## src/rtl/digital_gates.sv

```systemverilog
// Two-input logic-gate demonstrator tile: A = ui_in[0], B = ui_in[1] produce
// eight gate results, which are registered once onto uo_out.
module digital_gates (
   input  logic       clk,
   input  logic       rst_n,
   input  logic       ena,
   input  logic [7:0] ui_in,
   output logic [7:0] uo_out,
   input  logic [7:0] uio_in,
   output logic [7:0] uio_out,
   output logic [7:0] uio_oe
);

   logic       a;
   logic       b;
   logic [7:0] gates_nxt;
   logic [7:0] gates_p0;
   logic       unused_inputs;

   // Bit order: AND, OR, XOR, NAND, NOR, XNOR, NOT A, NOT B (LSB first)
   function automatic logic [7:0] gate_eval(input logic op_a, input logic op_b);
      logic [7:0] r;
      r[0] = op_a & op_b;
      r[1] = op_a | op_b;
      r[2] = op_a ^ op_b;
      r[3] = ~(op_a & op_b);
      r[4] = ~(op_a | op_b);
      r[5] = ~(op_a ^ op_b);
      r[6] = ~op_a;
      r[7] = ~op_b;
      return r;
   endfunction

   assign a         = ui_in[0];
   assign b         = ui_in[1];
   assign gates_nxt = gate_eval(a, b);

   // Stage p0: the output register is reset to zero, even though several gates
   // would read 1 for A = B = 0, so the tile is dark while held in reset.
   always_ff @(posedge clk or negedge rst_n) begin
      if (!rst_n) begin
         gates_p0 <= 8'h00;
      end else if (ena) begin
         gates_p0 <= gates_nxt;
      end
   end

   assign uo_out  = gates_p0;
   assign uio_out = 8'h00;
   assign uio_oe  = 8'h00;

   assign unused_inputs = ^{ui_in[7:2], uio_in};

endmodule

```

## config.mk

```make
export PLATFORM = sky130hd
export DESIGN_NAME = digital_gates
export DESIGN_NICKNAME = d
export VERILOG_FILES = /design/src/rtl/digital_gates.sv
export SDC_FILE = /design/constraint.sdc
export NUM_CORES = 1
export LEC_CHECK = 0
export BUFFER_PORTS_ARGS = -buffer_cell sky130_fd_sc_hd__buf_4
export CELL_PAD_IN_SITES_DETAIL_PLACEMENT = 0
export CELL_PAD_IN_SITES_GLOBAL_PLACEMENT = 1
export CORE_ASPECT_RATIO = 1.4
export CORE_MARGIN = 10
export CORE_UTILIZATION = 27
export DETAILED_ROUTE_END_ITERATION = 6
export PLACE_DENSITY_LB_ADDON = 0.1
export SLEW_MARGIN = 10
export SYNTH_ARGS = -nofsm -noshare
export SYNTH_HDL_FRONTEND = slang
export SYNTH_SLANG_ARGS = --single-unit
```

## constraint.sdc

```tcl
create_clock -name clk -period 1.64 [get_ports clk]
set_clock_uncertainty 0.1 [all_clocks]
set_input_delay 0.164 -clock clk [delete_from_list [all_inputs] [get_ports clk]]
set_output_delay 0.164 -clock clk [all_outputs]
set_load 0.05 [all_outputs]
```

==> summary.txt, run 1 <==
Synthesis
  – Post-synthesis compound-gate area fraction: 0%
  – Portion of the post-synthesis area used by sequential elements: 39.3%
  – Synthesized-area fraction occupied by adder cells: about 9.8%
  – Dominant combinational cell family by area after synthesis: buffers and inverters
  – Avg Synthesized Cell Area: 11.8 µm²
  – Yosys cell types: 8
  – Number of instances in the synthesized netlist: 43
  – Warnings, synthesis: 0
  – Register bit count reported by yosys: 8
  – Area share of and/or/nand/nor cells after synthesis: 0%
  – Netlist area before placement: 509 µm²
  – Multiplexer area fraction after synthesis: 20.6%
  – Post-Synth XOR/XNOR Area: 0%

Placement
  – Place WS: between 0.5 and 0.6 ns
  – Final GP Congestion: around 0.68
  – Port Buf Inserts: 12
  – DP Area: 549 µm²
  – Number of placed instances with taps included: 73

Timing
  – Highest clock frequency the design can meet: between 0.9 and 1 GHz
  – Max-slew violation count: 0
  – Ratio of final minimum period to clock period: 66.0%
  – RSZ-0062 raised after global routing: no
  – Hold Slack: 0.125 ns
  – Final count of hold timing violations: 0
  – Min Clock Period, post-route: 1.08 ns
  – Total Negative Setup Slacks: 0 ns
  – Setup-violating endpoint count in the final report: 0
  – Final WS setup: 0.557 ns

Power
  – PD cells: 1080 mW/mm²
  – Static power due to leakage: 0.341 nW
  – Total power: 627 µW
  – Worst supply voltage drop on vdd: 0.000394 V

Run
  – Count of max-cap constraint violations: 0

Clocking
  – Post-CTS Setup Repair Bufs: 0
  – Htree depth: 1
  – TritonCTS Sinks: 8
  – Number of gates resized after cts: 0
  – Number of hold-repair buffers added at the cts stage: 1
  – Number of buffers created by CTS: 3
  – CTS root buf: sky130_fd_sc_hd__clkbuf_4
  – CTS tree: done
  – Clock Tree Buf Depth: 2
  – Clock transition at the registers of the reported paths: 0.05 ns
  – Clock Latency Late Sink: ~0.24 ns

Worst setup path
  – Worst-path fanout max: 2
  – Critical path endpoint category: output port
  – Critical path's top delay family: flip-flops
  – Register-to-register setup slack: 0.78 ns
  – Crit Reg-Reg Endpoint: uo_out[0]
  – Depth of the most critical reg-to-reg path: 1
  – WS Path Type: reg -> out
  – Max stage delay cell, worst path: sky130_fd_sc_hd__dfrtp_1
  – Largest incremental delay on the critical path: between 0.3 and 0.4 ns
  – Combined buffer and inverter count along the critical path: 1
  – Data required, critical path: 1.38 ns
  – Crit path launch type: flop
  – Data arrival time of the critical path: 0.82 ns
  – Critical path, cell by cell: buf_4
  – RR Startpoint: uo_out[0]

Finish
  – P&R area growth vs syn: 14.3%
  – Commonest non-fill, non-tap cell in the layout: sky130_fd_sc_hd__conb_1
  – Fraction of layout cells with a size suffix above 1: between 30% and 40%
  – Layout filler cell count: 194
  – Number of flip-flops under the largest register name: 8
  – Final instance area: 582 µm²
  – Non-filler instance count after layout: a little under 80
  – Net total in the final layout: 82
  – Diode count: 0
  – Most frequent cells in the layout: sky130_fd_sc_hd__conb_1 (16), sky130_fd_sc_hd__buf_4 (12), sky130_fd_sc_hd__dfrtp_1 (8), sky130_fd_sc_hd__inv_1 (5), sky130_fd_sc_hd__mux2_4 (5)
  – Fraction of the core area covered by cells at the end of the flow: about a third

Global routing
  – Maximum number of pins on one net before global-route repair: 9
  – Gr usage total: approximately 5.2%
  – Global-route wire length before repair: around 1600 µm
  – Number of global-route vias before repair: roughly 310
  – Overflow after GRT: 0
  – Antenna violations before repair: 0

Detailed routing
  – Vias per Instance: 3.51
  – Total wire length: about 1000 µm
  – Count of routing violations after the opening detailed-route iteration: 3
  – Routed length per instance: roughly 13 µm
  – Number of detailed-routing iterations run before antenna repair: 2
  – Overall via count from detail_route: 270
  – Antenna viol nets, final: 0
  – Drt drc: 0

Hold path
  – Source of the worst hold timing path: ena
  – Worst hold path class: in -> reg
  – Cell count of the worst hold path: 2
  – Terminating pin of the worst hold path: uo_out[5]

Die
  – Die Outline Area: approximately 0.0040 mm²
  – Starting utilization of the core area: 28.6%
  – Core footprint: around 0.0018 mm²
  – I/O pin total: 43
  – Site row count: 18
  – Height of the die: 71.4 µm
  – Horizontal die dimension: approximately 57 µm

Run status
  – Outcome: completed
## Yosys cell counts
cell | number | area share, %
sky130_fd_sc_hd__buf_6 | 1 | 2.2
sky130_fd_sc_hd__mux2i_1 | 3 | 5.9
sky130_fd_sc_hd__dfrtp_1 | 8 | 39
sky130_fd_sc_hd__conb_1 | 1 | 0.74
sky130_fd_sc_hd__buf_4 | 16 | 24
sky130_fd_sc_hd__mux2_4 | 5 | 15
sky130_fd_sc_hd__ha_1 | 4 | 9.8
sky130_fd_sc_hd__inv_1 | 5 | 3.7
## cell families (layout without fill, tap and decap cells)
kind of cell	Yosys count	in the layout
adders and majority gates	4	4
buffers and inverters	22	21
other	1	16
DFF	8	8
muxes	8	8
## how the worst max path moves through the flow
stage	from	to	slack [ns]	cells past startpoint
global placement	ui_in[0]	uo_out[2]	0.51	4
finish	uo_out[3]	uo_out[3]	0.56	1
detailed placement	ui_in[0]	uo_out[2]	0.51	4
global route	uo_out[4]	uo_out[4]	0.52	1
floorplan	uo_out[0]	uo_out[0]	0.55	1
CTS	uo_out[3]	uo_out[3]	0.54	1
## where the power goes
group | leakage (nW) | internal, mW | total (mW) | switching [mW]
clock | 0.0138 | 0.0834 | 0.145 | 0.0619
sequential | 0.0930 | 0.219 | 0.230 | 0.0109
combinational | 0.235 | 0.0617 | 0.252 | 0.191
total | 0.341 | 0.364 | 0.627 | 0.263
## final cells by class
class                   instances  area [µm²]  area share (%)
clock buffers                   3        22.5            3.87
multi-input cells              28         215            37.0
inverters                       5        18.8            3.23
flip-flops and latches          8         200            34.4
repair buffers                 13         100            17.2
well taps                      20        25.0            4.30
## routing by layer
| layer | GRT usage (%) | part of all wire (%) | up-vias |
|---|---|---|---|
| met5 | 0 | 0 | - |
| met4 | 3.22 | 1.0 | 0 |
| met3 | 2.47 | 8.3 | 2 |
| met2 | 7.95 | 48 | 16 |
| met1 | 5.51 | 42 | 124 |
| li1 | - | - | 128 |
Power figures use the tool's default switching activity.
==> run 2, diff against run 1 <==
--- a/config.mk
+++ b/config.mk
@@ -10,7 +10,7 @@
 export CELL_PAD_IN_SITES_GLOBAL_PLACEMENT = 1
 export CORE_ASPECT_RATIO = 1.4
 export CORE_MARGIN = 10
-export CORE_UTILIZATION = 27
+export CORE_UTILIZATION = 25
 export DETAILED_ROUTE_END_ITERATION = 6
 export PLACE_DENSITY_LB_ADDON = 0.1
 export SLEW_MARGIN = 10
==> constraint.sdc (replaced) <==
create_clock -name clk -period 1 [get_ports clk]
set_clock_uncertainty 0.1 [all_clocks]
set_input_delay 0.1 -clock clk [delete_from_list [all_inputs] [get_ports clk]]
set_output_delay 0.1 -clock clk [all_outputs]
set_load 0.05 [all_outputs]
==> run 2 against run 1 <==
Compared with the run above: the flow now finishes with violations (setup timing); wire length increased by 12%; highest routed layer unchanged; register-to-register slack worse by 0.80 ns; critical path depth unchanged; via count rose by 14%.
==> summary.txt, run 2 (same netlist as run 1, synthesis figures left out) <==
Run status
  – Outcome: complete, but fails checks
  – Violations in the final reports: setup timing

Worst setup path
  – Register-to-register setup slack: -0.02 ns (-0.80 ns)
  – Depth of the most critical reg-to-reg path: 2 (+1)
  – Combined buffer and inverter count along the critical path: 1 (unchanged)
  – WS Path Type: reg -> out
  – Largest incremental delay on the critical path: 0.41 ns (+0.03 ns)
  – Total stage count of the critical path: 1 (unchanged)
  – Critical path, cell by cell: buf_6
  – Max stage delay cell, worst path: sky130_fd_sc_hd__dfrtp_2
  – Worst Setup EP: uo_out[0]
  – Critical path's top delay family: flip-flops
  – Worst-path fanout max: 2 (unchanged)
  – Critical path origin: uo_out[0]
  – RR Startpoint: uo_out[0]
  – Data arrival time of the critical path: 0.83 ns (about the same)
  – Crit path launch type: flop
  – Data required, critical path: 0.80 ns (-0.58 ns)
  – Crit Reg-Reg Endpoint: uo_out[0]
  – Critical path endpoint category: output port

Placement
  – Sum of net half-perimeters after detailed placement: roughly 850 µm
  – Final GP Congestion: 0.689 (+1.6%)
  – Port Buf Inserts: 12 (unchanged)

Detailed routing
  – Vias per Instance: 3.47 (-0.99%)
  – Wire length on met2: 577 µm (+19%)
  – Number of detailed-routing iterations run before antenna repair: 1 (-1)
  – Overall via count from detail_route: 309 (+14%)
  – Met3 layer wire length in the routed design: 81 µm (-2.4%)
  – Top sig layer: met4
  – Drt drc: 0 (unchanged)
  – Total wire length: 1120 µm (+12%)
  – Routed length per instance: 12.5 µm (-3.5%)
  – Wire length on met1: 412 µm (-2.4%)
  – Count of routing violations after the opening detailed-route iteration: 0 (-3)
  – Antenna viol nets, final: 0 (unchanged)

Timing
  – Highest clock frequency the design can meet: slightly below 1 GHz
  – Final WS setup: -0.0328 ns (-0.590 ns)
  – Hold Slack: 0.0480 ns (-0.0771 ns)
  – Max-slew violation count: 0 (unchanged)
  – RSZ-0062 raised after global routing: yes
  – Setup-violating endpoint count in the final report: 8 (+8)
  – Final count of hold timing violations: 0 (unchanged)
  – Total Negative Setup Slacks: -0.146 ns (-0.146 ns)
  – Ratio of final minimum period to clock period: 103%
  – Min Clock Period, post-route: 1.03 ns

Global routing
  – Overflow after GRT: 0 (unchanged)
  – Gr usage total: 5.40% (+0.25 points)
  – Global-route wire length before repair: 1750 µm (+7.6%)
  – Antenna violations before repair: 0 (unchanged)
  – Maximum number of pins on one net before global-route repair: 9 (unchanged)
  – Number of global-route vias before repair: 386 (+23%)

Power
  – Worst supply voltage drop on vdd: 0.000616 V (+56%)
  – PD cells: 1630 mW/mm² (+51%)
  – Static power due to leakage: 0.396 nW (+16%)

Die
  – Horizontal die dimension: 58.1 µm (+2.5%)
  – I/O pin total: 43 (unchanged)
  – Site row count: 19 (+1)
  – Core footprint: 0.00195 mm² (+9.6%)
  – Starting utilization of the core area: 26.1% (-2.5 points)
  – Height of the die: 73.4 µm (+2.8%)
  – Die Outline Area: 0.00427 mm² (+5.4%)

Run
  – Count of max-cap constraint violations: 0 (unchanged)

Finish
  – Fraction of layout cells with a size suffix above 1: 51.5% (+16 points)
  – Number of flip-flops under the largest register name: 8 (unchanged)
  – Fraction of the core area covered by cells at the end of the flow: 36.0% (+3.3 points)
  – P&R area growth vs syn: 37.8%
  – Diode count: 0 (unchanged)
  – Net total in the final layout: 92 (+12%)
  – Most frequent cells in the layout: sky130_fd_sc_hd__conb_1 (16), sky130_fd_sc_hd__buf_4 (14), sky130_fd_sc_hd__buf_6 (7)
  – Commonest non-fill, non-tap cell in the layout: sky130_fd_sc_hd__conb_1

Clocking
  – Htree depth: 1 (unchanged)
  – Clock transition at the registers of the reported paths: 0.07 ns (+0.02 ns)
  – Clock Tree Buf Depth: 2 (unchanged)
  – Clock Latency Late Sink: 0.26 ns (+0.02 ns)
  – CTS root buf: sky130_fd_sc_hd__clkbuf_4
  – CTS tree: done
  – Number of buffers created by CTS: 3 (unchanged)
  – TritonCTS Sinks: 8 (unchanged)

Hold path
  – Worst hold path class: in -> reg
==> run 2: changes by cell type in the layout (fill, tap and decap cells not counted), sizes merged <==
cell    delta
buf       +10
clkbuf     +1
==> run 2: final cells by class <==
type | instances | area, µm²
clock buffer | 4 | 26.3
inverter | 5 | 18.8
sequential | 8 | 206
fill | 209 | 1250
tap | 21 | 26.3
timing repair buffer | 23 | 209
multi-input combinational | 28 | 215
==> run 2: where the power goes <==
part	internal [mW]	switching, mW
sequential	0.362	0.0253
combinational	0.159	0.319
clock	0.153	0.125
==> run 2: per-stage QoR <==
stage / instances / instance area [µm²] / worst slack (ns) / total power, mW
6_report: 89 / 702 / -0.0328 / 1.14
5_1_grt: 89 / 702 / -0.0678 / 1.20
4_1_cts: 89 / 702 / -0.0517 / 1.17
3_5_place_dp: 80 / 602 / -0.0579 / 0.818
3_3_place_gp: 80 / 602 / -0.0486 / 0.817
2_1_floorplan: 58 / 572 / -0.00947 / 0.757
==> run 2: timing repair <==
action	CTS	global route
resized for setup	9	0
endpoints found under the hold margin	8	0
setup buffers	4	0
hold buffers	1	0
endpoints found under the setup margin	8	10
==> run 2: how the worst min path moves through the flow <==
stage	start	end	slack, ns	cells past startpoint
2_1_floorplan	rst_n	uo_out[0]	-0.30	0
3_3_place_gp	rst_n	uo_out[1]	-0.17	1
3_5_place_dp	rst_n	uo_out[1]	-0.17	1
4_1_cts	ena	uo_out[3]	0.05	2
5_1_grt	ena	uo_out[3]	0.05	2
6_report	ena	uo_out[3]	0.05	2
==> run 2: per-layer routing <==
| layer | global-route usage, % | vias up |
|---|---|---|
| met3 | 2.07 | 4 |
| met1 | 5.23 | 139 |
| met4 | 5.50 | 0 |
| met5 | 0 | - |
| met2 | 8.37 | 16 |
| li1 | - | 150 |
==> run 2: worst register-to-register path: stages, from the launching register on <==
cell and delay [ns]:
sky130_fd_sc_hd__dfrtp_2 0.41, sky130_fd_sc_hd__buf_4 0.13, sky130_fd_sc_hd__mux2_4 0.26
